[config.mk]
export PLATFORM = sky130hd
export DESIGN_NAME = life_grid_engine
export DESIGN_NICKNAME = d
export VERILOG_FILES = /design/src/rtl/life_grid_engine.sv
export SDC_FILE = /design/constraint.sdc
export NUM_CORES = 1
export LEC_CHECK = 0
export CORE_UTILIZATION = 55
export CTS_CLUSTER_SIZE = 30
export DETAILED_ROUTE_END_ITERATION = 10
export PLACE_DENSITY_LB_ADDON = 0.05
export SETUP_SLACK_MARGIN = 0.02
export SYNTH_ARGS = -nofsm -noshare
export SYNTH_HDL_FRONTEND = slang
export SYNTH_SLANG_ARGS = --single-unit
[constraint.sdc]
create_clock -name clk -period 5.9 [get_ports clk]
set_input_delay 0.59 -clock clk [delete_from_list [all_inputs] [get_ports clk]]
set_output_delay 0.59 -clock clk [all_outputs]
set_load 0.03 [all_outputs]
[src/rtl/life_grid_engine.sv]
// 8x8 Game of Life engine: loads a seed board, advances one generation per
// step/tick, and freezes once the board settles or dies out.
module life_grid_engine #(
  parameter int WRAP  = 1,
  parameter int GEN_W = 16
) (
  input  logic             clk,
  input  logic             reset,
  input  logic [63:0]      seed_in,
  input  logic             load,
  input  logic             run,
  input  logic             step,
  input  logic             tick,
  output logic [63:0]      grid,
  output logic [GEN_W-1:0] gen_count,
  output logic             stable,
  output logic             extinct,
  output logic             busy
);

  typedef enum logic [1:0] {
    ST_IDLE = 2'd0,
    ST_RUN  = 2'd1,
    ST_DONE = 2'd2
  } state_t;

  state_t           state_q;
  logic [63:0]      grid_q;
  logic [63:0]      grid_d;
  logic [GEN_W-1:0] gen_count_q;
  logic [GEN_W-1:0] gen_count_d;
  logic             stable_q;
  logic             extinct_q;
  logic             busy_q;
  logic             next_same;
  logic             next_empty;

  // Neighbour k maps to offset index 0..8 skipping the centre (4); row/col
  // offsets are idx/3-1 and idx%3-1.
  genvar gi, gk;
  generate
    for (gi = 0; gi < 64; gi++) begin : g_cell
      localparam int ROW = gi / 8;
      localparam int COL = gi % 8;
      logic [7:0] nbr;
      logic [3:0] cnt;

      for (gk = 0; gk < 8; gk++) begin : g_nbr
        localparam int IDX = (gk < 4) ? gk : gk + 1;
        localparam int NR  = ROW + IDX / 3 - 1;
        localparam int NC  = COL + IDX % 3 - 1;
        if (WRAP != 0 || (NR >= 0 && NR < 8 && NC >= 0 && NC < 8)) begin : g_live
          localparam int WR = (NR + 8) % 8;
          localparam int WC = (NC + 8) % 8;
          assign nbr[gk] = grid_q[WR*8 + WC];
        end else begin : g_edge
          assign nbr[gk] = 1'b0;
        end
      end

      always_comb begin
        cnt = '0;
        for (int k = 0; k < 8; k++) begin
          cnt = cnt + {3'b000, nbr[k]};
        end
      end

      assign grid_d[gi] = (cnt == 4'd3) || (grid_q[gi] && (cnt == 4'd2));
    end
  endgenerate

  assign next_same   = (grid_d == grid_q);
  assign next_empty  = (grid_d == 64'd0);
  assign gen_count_d = (&gen_count_q) ? gen_count_q : gen_count_q + GEN_W'(1);

  always_ff @(posedge clk or posedge reset) begin
    if (reset) begin
      state_q     <= ST_IDLE;
      grid_q      <= '0;
      gen_count_q <= '0;
      stable_q    <= 1'b0;
      extinct_q   <= 1'b0;
      busy_q      <= 1'b0;
    end else if (load) begin
      state_q     <= ST_IDLE;
      grid_q      <= seed_in;
      gen_count_q <= '0;
      stable_q    <= 1'b0;
      extinct_q   <= 1'b0;
      busy_q      <= 1'b0;
    end else begin
      case (state_q)
        ST_IDLE: begin
          if (run) begin
            state_q <= ST_RUN;
            busy_q  <= 1'b1;
          end else if (step) begin
            // A single step may raise the flags but never leaves IDLE.
            grid_q      <= grid_d;
            gen_count_q <= gen_count_d;
            if (next_same)  stable_q  <= 1'b1;
            if (next_empty) extinct_q <= 1'b1;
          end
        end
        ST_RUN: begin
          if (!run) begin
            state_q <= ST_IDLE;
            busy_q  <= 1'b0;
          end else if (tick) begin
            grid_q      <= grid_d;
            gen_count_q <= gen_count_d;
            if (next_same)  stable_q  <= 1'b1;
            if (next_empty) extinct_q <= 1'b1;
            if (next_same || next_empty) begin
              state_q <= ST_DONE;
              busy_q  <= 1'b0;
            end
          end
        end
        ST_DONE: begin
          state_q <= ST_DONE;
        end
        default: begin
          state_q <= ST_IDLE;
          busy_q  <= 1'b0;
        end
      endcase
    end
  end

  assign grid      = grid_q;
  assign gen_count = gen_count_q;
  assign stable    = stable_q;
  assign extinct   = extinct_q;
  assign busy      = busy_q;

endmodule

==> flow_summary.toml, run 1 <==
[status]
outcome = "completed"

[detailed_routing]
detail_route.iter0.violations = 2330
routed_via_density = 6.69
route.detailed.drc = 0
num_vias = 17700
wl_final_microns = 76200
avgRoutedWirePerCell_microns = 28.8
drt-pass1-iter-count = 6
final_antenna_net_count = 0

[cts]
cts_tree = "built"
cts_buffers = 9
cts.sinks = 85
clock_latency_reported_for_the_late_side_of_the_worst_skew_pair_ns = 0.40
cts.reportedPaths.clkPinSlew_ns = 0.08
h-tree-depth = 3
master_cell_of_the_clock_root_buffer = "sky130_fd_sc_hd__clkbuf_16"
cts-hold-fix-buffers = 0
cts_max_path_buffers = 2

[yosys]
post_synthesis_instance_area_sq_um = 17500
instance_count_of_the_mapped_netlist = 1987
yosysUniqueCellTypes = 67
synth-seq-cells = 85
async_reset_ff_frac = 1.00
synth_area_leaders = "sky130_fd_sc_hd__fa_1 (29%), sky130_fd_sc_hd__ha_1 (14%), sky130_fd_sc_hd__dfrtp_1 (12%)"
synthDominantAreaCellType = "sky130_fd_sc_hd__fa_1"
ys.warnings.count = 0
syn-mean-instance-area_sq_um = 8.80
mappedNetlistNets = 2505
yosysTopAreaCellShare = 0.292
synth_enable_flop_cells = 0
ys_seq_area_frac = 0.122
synth_top_flop_cell = "sky130_fd_sc_hd__dfrtp_1"

[floorplanning]
chipWidth_microns = 180
design.portCount = 153
die-height_microns = 180
number_of_placement_rows = 64
start_util = 0.566
fp.coreArea_sq_um = 30900
design.die.area_sq_um = 32500

[worst_setup_path]
r2r-end = "busy"
worst-setup-path-type = "reg -> reg"
signal_arrival_time_at_the_worst_endpoint_ns = 6.18
path_cells = "inv_1 -> buf_4 -> fa_1 -> fa_1 -> fa_1 -> inv_1 -> ha_1 -> fa_1 -> o311ai_0 -> nor4_4 -> o21ai_0 -> or4_1 -> nor3_1 -> buf_4 -> a311oi_1 -> a22o_1"
regToRegStartpoint = "grid[8]"
path_max_fanout = 4
setup.reg_to_reg.worst_slack_ns = 0.05
critPathTopFamily = "compound AO/OA/AOI/OAI gates"
worstRegToRegCells = 16
worstSetupEndpointType = "flip-flop"
setup_crit_start_kind = "flip-flop"
timing.critical_path.buf_inv = 4
crit_path_max_incr_delay_ns = 1.05
critPathRequiredTime_ns = 6.23
slowest_stage = "sky130_fd_sc_hd__o311ai_0"
critical_path_s_most_frequent_cell = "sky130_fd_sc_hd__fa_1"

[layout]
areaGrowthSynthToFinish_pct = 18.4
filler_cell_count = 2629
layout_cell_share_with_drive_strength_beyond_1 = 0.0794
final_area_sq_um = 20700
mostFrequentLayoutCell = "sky130_fd_sc_hd__inv_1"
nets = 2766
final_cells = 2650
final_util = 0.670
commonest_non_fill_non_tap_cells_in_the_layout = "sky130_fd_sc_hd__inv_1 (351), sky130_fd_sc_hd__fa_1 (255), sky130_fd_sc_hd__ha_1 (193)"

[grt]
grt_pass1_vias = 17400
grt-ovfl-total = 0
antenna_found_initial = 3
grt_start_max_net_pins = 70
grtUsageTotal = 0.474
grt_pass1_wl_microns = 111000

[sta]
max_slew_margin = 0.176
layout_min_cycle_time_ns = 5.85
finalCritPeriodShare = 0.992
rsz0062_at_grt = "false"
tightest_slew_ns = 1.22
timing.hold.ws_ns = 0.538
achievable-frequency_mhz = 171
finClkSkew_ns = 0.0124
slew_viol_final = 0
report.final.hold_viol_count = 0
setup_violations = 0

[hold_path]
worst_min_path_class = "reg -> reg"
min_delay_worst_endpoint = "stable"
worst_hold_startpoint = "stable"
hold_depth = 2

[placement]
dpl_cell_area_sq_um = 20300
detailedPlacementHpwl_microns = 63600
globalplace.congestion = 1.17
placedCellCount = 2632
port_buffers = 152

[job]
max-cap-violations = 0
[worst max path at each step]
stage	startpoint	cells after the start	slack, ns	to
5_1_grt	grid[0]	17	0.04	busy
3_3_place_gp	grid[18]	16	-0.31	busy
6_report	grid[8]	16	0.05	busy
4_1_cts	grid[22]	17	0.05	busy
3_5_place_dp	grid[18]	16	-0.35	busy
2_1_floorplan	grid[42]	15	0.68	busy
[cells in the mapped netlist, types with 6 or more instances]
cell type	number
sky130_fd_sc_hd__a21o_1	6
sky130_fd_sc_hd__nor2_1	94
sky130_fd_sc_hd__mux2_2	9
sky130_fd_sc_hd__fa_1	255
sky130_fd_sc_hd__o22ai_1	36
sky130_fd_sc_hd__and3_1	7
sky130_fd_sc_hd__or4_1	6
sky130_fd_sc_hd__or2_2	6
sky130_fd_sc_hd__inv_1	353
sky130_fd_sc_hd__or3_1	8
sky130_fd_sc_hd__and4_1	8
sky130_fd_sc_hd__mux2i_1	31
sky130_fd_sc_hd__nand3_1	13
sky130_fd_sc_hd__nand4_1	25
sky130_fd_sc_hd__dfrtp_1	85
sky130_fd_sc_hd__a31o_2	7
sky130_fd_sc_hd__nor2b_1	37
sky130_fd_sc_hd__clkbuf_1	29
sky130_fd_sc_hd__and4b_1	13
sky130_fd_sc_hd__nor3_1	64
sky130_fd_sc_hd__nand2_1	145
sky130_fd_sc_hd__a211oi_1	44
sky130_fd_sc_hd__and3b_1	8
sky130_fd_sc_hd__a31oi_1	37
sky130_fd_sc_hd__ha_1	193
sky130_fd_sc_hd__o221ai_1	11
sky130_fd_sc_hd__a21oi_1	118
sky130_fd_sc_hd__xor2_1	6
sky130_fd_sc_hd__nand2b_1	17
sky130_fd_sc_hd__a211o_1	10
sky130_fd_sc_hd__nand3b_1	47
sky130_fd_sc_hd__and2_1	7
sky130_fd_sc_hd__nor4_1	54
sky130_fd_sc_hd__o2111ai_1	12
sky130_fd_sc_hd__o21ai_0	113
[tightest hold or removal path: cells and delay by family, from the launching register on]
| family | cells | cell delay, ns |
|---|---|---|
| buffers and inverters | 1 | 0.06 |
| flip-flops | 1 | 0.39 |
| AO/OA/AOI/OAI | 1 | 0.06 |
[metrics by stage]
| stage | worst slack (ns) | setup TNS [ns] |
|---|---|---|
| global placement | -0.306 | -0.944 |
| CTS | 0.0506 | 0 |
| global route | 0.0438 | 0 |
| detailed placement | -0.348 | -1.12 |
| floorplan | 0.682 | 0 |
| finish | 0.0486 | 0 |
[kinds of logic (layout without fill, tap and decap cells)]
logic type	Yosys count	count (layout)	share of synthesized area
simple gates	571	571	0.176
compound gates	452	452	0.163
fa+ha+maj	448	448	0.430
buf+inv	383	649	0.0822
flops	85	85	0.122
mux	40	40	0.0235
xor+xnor	8	8	0.00401
other cells	0	1	0
[metal layers]
metal	wire length, microns	GRT usage
met1	28300	0.601
met2	31700	0.688
met3	10100	0.156
met4	6180	0.321
met5	9	0
[what timing repair did]
action                     4_1_cts  5_1_grt
gates cloned                     0        0
setup endpoints to repair        4        4
gates resized for setup          2        3
buffers inserted                 1        0
pin swaps                        1        1
[state kept, by name, summed over array words and instances (netlist names)]
signal and flops:
busy 1, grid 64, state_q 2, stable 1, extinct 1, gen_count 16
[final cells by class]
type,count,area [sq um],share of cell area
Antenna cell,1,2.50,0.000121
Sequential cell,85,2130,0.103
Clock buffer,9,225,0.0109
Clock inverter,7,88.8,0.00429
Timing Repair Buffer,280,2480,0.120
Inverter,353,1330,0.0643
Tap cell,396,495,0.0239
Multi-Input combinational cell,1519,14000,0.674
Power of run 1 is left out: the tool's default activity adds up to more than one toggle a clock period on the data nets, which glitch-free logic cannot reach.
==> run 2: changes to the inputs <==
--- a/config.mk
+++ b/config.mk
@@ -10,6 +10,7 @@
 export DETAILED_ROUTE_END_ITERATION = 10
 export PLACE_DENSITY_LB_ADDON = 0.05
 export SETUP_SLACK_MARGIN = 0.02
+export SKIP_CTS_REPAIR_TIMING = 1
 export SYNTH_ARGS = -nofsm -noshare
 export SYNTH_HDL_FRONTEND = slang
 export SYNTH_SLANG_ARGS = --single-unit
==> run 2 against run 1 <==
Maximum frequency down 0.65%. Design area about the same. Cell count about the same. Non-clock buffer count up 2. Flip-flop and latch count unchanged. Die area unchanged. Clock skew down 0.0019 ns. Hold slack worse by 0.00077 ns. Core utilization about the same. Critical path depth up 1. Wire length up 0.10%. Critical endpoint unchanged. Largest cell class unchanged. Highest routed layer unchanged.
==> flow_summary.toml, run 2 (synthesized netlist as in run 1, its figures left out) <==
[layout]
nets = 2768
filler_cell_count = 2631
layout.area.seq_sq_um = 2130
mostFrequentLayoutCell = "sky130_fd_sc_hd__inv_1"
final_util = 0.670
commonest_non_fill_non_tap_cells_in_the_layout = "sky130_fd_sc_hd__inv_1 (351), sky130_fd_sc_hd__fa_1 (255), sky130_fd_sc_hd__ha_1 (193)"
layout_cell_share_with_drive_strength_beyond_1 = 0.0803
areaGrowthSynthToFinish_pct = 18.4
largest_reg_flops = 64
multiInputGateArea_sq_um = 13900

[worst_setup_path]
signal_arrival_time_at_the_worst_endpoint_ns = 6.17
critical_path_s_most_frequent_cell = "sky130_fd_sc_hd__fa_1"
worstSetupEndpointType = "flip-flop"
critPathRequiredTime_ns = 6.18
worst-setup-path-type = "reg -> reg"
path_max_fanout = 8
path_cells = "inv_1 -> buf_4 -> fa_1 -> fa_1 -> fa_1 -> inv_1 -> ha_1 -> fa_1 -> nand3b_1 -> o21ai_0 -> nor4_2 -> o21ai_1 -> or4_1 -> nor3_1 -> buf_4 -> a311oi_1 -> a22o_1"
crit_path_max_incr_delay_ns = 0.63
setup_crit_start_kind = "flip-flop"
slowest_stage = "sky130_fd_sc_hd__or4_1"

[cts]
master_cell_of_the_clock_root_buffer = "sky130_fd_sc_hd__clkbuf_16"
h-tree-depth = 3
cts_buffers = 9
cts_tree = "built"
cts.reportedPaths.clkPinSlew_ns = 0.08
cts.sinks = 85
clock_latency_reported_for_the_late_side_of_the_worst_skew_pair_ns = 0.40
cts_max_path_buffers = 2

[sta]
slew_viol_final = 0
max_slew_margin = 0.306
layout_min_cycle_time_ns = 5.89
finClkSkew_ns = 0.0104
finalCritPeriodShare = 0.998
achievable-frequency_mhz = 170
report.final.hold_viol_count = 0
setup_violations = 0
tightest_slew_ns = 1.03
rsz0062_at_grt = "false"

[grt]
grtUsageTotal = 0.474
grt_pass1_wl_microns = 111000
grt_pass1_vias = 17300
antenna_found_initial = 3
grt-ovfl-total = 0
grt_start_max_net_pins = 70

[detailed_routing]
detail_route.iter0.violations = 2221
num_vias = 17800
route.detailed.drc = 0
wl_final_microns = 76300
drt-pass1-iter-count = 7
final_antenna_net_count = 0
avgRoutedWirePerCell_microns = 28.8
routed_via_density = 6.71

[job]
max-cap-violations = 0

[floorplanning]
fp.coreArea_sq_um = 30900
start_util = 0.566
number_of_placement_rows = 64
die-height_microns = 180
design.die.area_sq_um = 32500
design.portCount = 153
chipWidth_microns = 180

[placement]
globalplace.congestion = 1.17
detailedPlacementHpwl_microns = 63600
port_buffers = 152

[hold_path]
worst_min_path_class = "reg -> reg"

[status]
outcome = "completed"
==> run 2: cell types whose count changed in the layout (fill, tap and decap cells not counted) <==
cell                      change
sky130_fd_sc_hd__o21ai_1      +1
sky130_fd_sc_hd__nor4_2       +1
sky130_fd_sc_hd__o21ai_0      -1
sky130_fd_sc_hd__nor4_4       -1
sky130_fd_sc_hd__buf_4        +2
==> run 2: area by class of cell <==
class / count / share of cell area
Clock buffer: 9 / 0.0109
Timing Repair Buffer: 282 / 0.120
Multi-Input combinational cell: 1519 / 0.673
Tap cell: 396 / 0.0239
Antenna cell: 1 / 0.000121
Clock inverter: 7 / 0.00429
Sequential cell: 85 / 0.103
Inverter: 353 / 0.0643
==> run 2: through the flow <==
step                instances  TNS [ns]  hold slack (ns)  cell area (sq um)  setup WS (ns)
global placement         2632    -0.944            0.501              20300         -0.306
CTS                      2648     -1.24            0.532              20700         -0.387
global route             2651         0            0.580              20700         0.0255
finish                   2652         0            0.538              20700         0.0106
floorplan                1987         0            0.577              17500          0.682
detailed placement       2632     -1.12            0.519              20300         -0.348
==> run 2: routing by layer <==
layer / part of all wire / global-route usage
met3: 0.13 / 0.142
met1: 0.37 / 0.609
met4: 0.083 / 0.330
met2: 0.41 / 0.685
met5: 0.00030 / 0
==> run 2: worst paths after layout <==
check / start / endpoint / slack [ns] / depth (start not counted)
setup / recovery: grid[22] / busy / 0.01 / 17
hold / removal: stable / stable / 0.54 / 2
setup reg to reg: grid[22] / busy / 0.01 / 17
hold reg to reg: stable / stable / 0.54 / 2
max in group asynchronous: reset / grid[19] / 4.13 / 3
min in group asynchronous: reset / grid[42] / 0.55 / 2
==> run 2: critical path, delay by kind of cell (launching register included) <==
| kind | cells | cell delay, ns |
|---|---|---|
| buffers and inverters | 4 | 0.59 |
| DFF | 1 | 0.38 |
| adders and majority gates | 5 | 2.06 |
| and+or+nand+nor | 4 | 1.67 |
| AOI/OAI and AO/OA | 4 | 1.06 |
Power of run 2 is left out for the same reason.
==> run 3: changes to the inputs <==
==> constraint.sdc (replaced) <==
create_clock -name clk -period 7.28 [get_ports clk]
set_input_delay 0.728 -clock clk [delete_from_list [all_inputs] [get_ports clk]]
set_output_delay 0.728 -clock clk [all_outputs]
set_load 0.03 [all_outputs]
==> run 3 against run 2 <==
Die area stayed put. Clock-buffer cell count is the same. Design area decreased by 3.3%.
==> flow_summary.toml, run 3 (synthesized netlist as in run 1, its figures left out) <==
[status]
outcome = "completed"

[sta]
achievable-frequency_mhz = 153
slew_viol_final = 0
layout_min_cycle_time_ns = 6.53
rsz0062_at_grt = "false"
max_slew_margin = 0.143
report.final.hold_viol_count = 0
finClkSkew_ns = 0.0125
finalCritPeriodShare = 0.897
tightest_slew_ns = 1.27
tns_ns = 0
setup_violations = 0

[worst_setup_path]
signal_arrival_time_at_the_worst_endpoint_ns = 6.82
setup_crit_start_kind = "flip-flop"
r2r-end = "busy"
worstRegToRegCells = 15
path_max_fanout = 10
regToRegStartpoint = "grid[20]"
slowest_stage = "sky130_fd_sc_hd__a2111oi_0"
path_cells = "inv_1 -> fa_1 -> fa_1 -> fa_1 -> inv_1 -> ha_1 -> fa_1 -> nand2_1 -> nor4_1 -> a2111oi_0 -> nand4_1 -> or4_4 -> nor4_4 -> a311oi_1 -> a22o_1"
worst-setup-path-type = "reg -> reg"
crit_path_max_incr_delay_ns = 0.91
worstSetupEndpointType = "flip-flop"
critical_path_s_most_frequent_cell = "sky130_fd_sc_hd__fa_1"
critPathRequiredTime_ns = 7.57
setup.reg_to_reg.worst_slack_ns = 0.75

[floorplanning]
fp.coreArea_sq_um = 30900
start_util = 0.566
die-height_microns = 180
design.portCount = 153
design.die.area_sq_um = 32500
number_of_placement_rows = 64
chipWidth_microns = 180

[cts]
cts.reportedPaths.clkPinSlew_ns = 0.08
master_cell_of_the_clock_root_buffer = "sky130_fd_sc_hd__clkbuf_16"
cts_buffers = 9
clock_latency_reported_for_the_late_side_of_the_worst_skew_pair_ns = 0.41
cts.sinks = 85
cts_max_path_buffers = 2
h-tree-depth = 3
cts_tree = "built"

[layout]
filler_cell_count = 2699
layout.area.seq_sq_um = 2130
mostFrequentLayoutCell = "sky130_fd_sc_hd__inv_1"
nets = 2683
multiInputGateArea_sq_um = 13900
areaGrowthSynthToFinish_pct = 14.6
commonest_non_fill_non_tap_cells_in_the_layout = "sky130_fd_sc_hd__inv_1 (352), sky130_fd_sc_hd__fa_1 (255), sky130_fd_sc_hd__ha_1 (193)"
layout_cell_share_with_drive_strength_beyond_1 = 0.0424
largest_reg_flops = 64

[detailed_routing]
routed_via_density = 6.72
drt-pass1-iter-count = 6
num_vias = 17300
final_antenna_net_count = 0
route.detailed.drc = 0
avgRoutedWirePerCell_microns = 28.4
detail_route.iter0.violations = 2261
wl_final_microns = 72900

[grt]
antenna_found_initial = 5
grt_pass1_vias = 17000
grt-ovfl-total = 0
grt_start_max_net_pins = 92
grtUsageTotal = 0.461
grt_pass1_wl_microns = 108000

[hold_path]
worst_min_path_class = "reg -> reg"
min_delay_worst_endpoint = "gen_count[11]"
hold_depth = 2
worst_hold_startpoint = "gen_count[11]"

[placement]
globalplace.congestion = 1.17
detailedPlacementHpwl_microns = 59600
port_buffers = 152

[job]
max-cap-violations = 0
## run 3: metrics by stage
stage,hold slack [ns],instances,worst slack (ns),instance area (sq um),utilization
finish,0.572,2567,0.751,20000,0.648
global route,0.595,2566,0.843,20000,0.648
CTS,0.569,2566,1.01,20000,0.648
detailed placement,0.554,2550,1.02,19700,0.638
global placement,0.536,2549,1.08,19700,0.638
floorplan,0.577,1987,2.06,17500,-
## run 3: worst max-delay path by stage
stage	cells past startpoint	slack [ns]	endpoint	startpoint
2_1_floorplan	15	2.06	busy	grid[42]
3_3_place_gp	15	1.08	busy	grid[20]
3_5_place_dp	15	1.02	busy	grid[20]
4_1_cts	15	1.01	busy	grid[20]
5_1_grt	15	0.84	busy	grid[4]
6_report	15	0.75	busy	grid[20]
## run 3: layout make-up
type | count | share of cell area
Antenna cell | 1 | 0.000125
Inverter | 353 | 0.0663
Clock buffer | 9 | 0.0112
Clock inverter | 7 | 0.00387
Timing Repair Buffer | 197 | 0.0925
Sequential cell | 85 | 0.106
Tap cell | 396 | 0.0247
Multi-Input combinational cell | 1519 | 0.695
## run 3: critical path, delay by kind of cell, from the launching register on
| kind | cells | cell delay [ns] |
|---|---|---|
| adders and majority gates | 5 | 2.16 |
| and+or+nand+nor | 5 | 1.39 |
| AOI/OAI and AO/OA | 3 | 1.49 |
| DFF | 1 | 0.54 |
| buffers and inverters | 2 | 0.82 |
## run 3: layer usage
metal  part of all wire  vias to the layer above  global-route usage
met5            0.00037                        -                   0
met4              0.073                        4               0.293
met3               0.13                      286               0.133
met2               0.42                     1205               0.666
met1               0.38                     8454               0.606
li1                   -                     7308                   -
Power of run 3 is left out for the same reason.
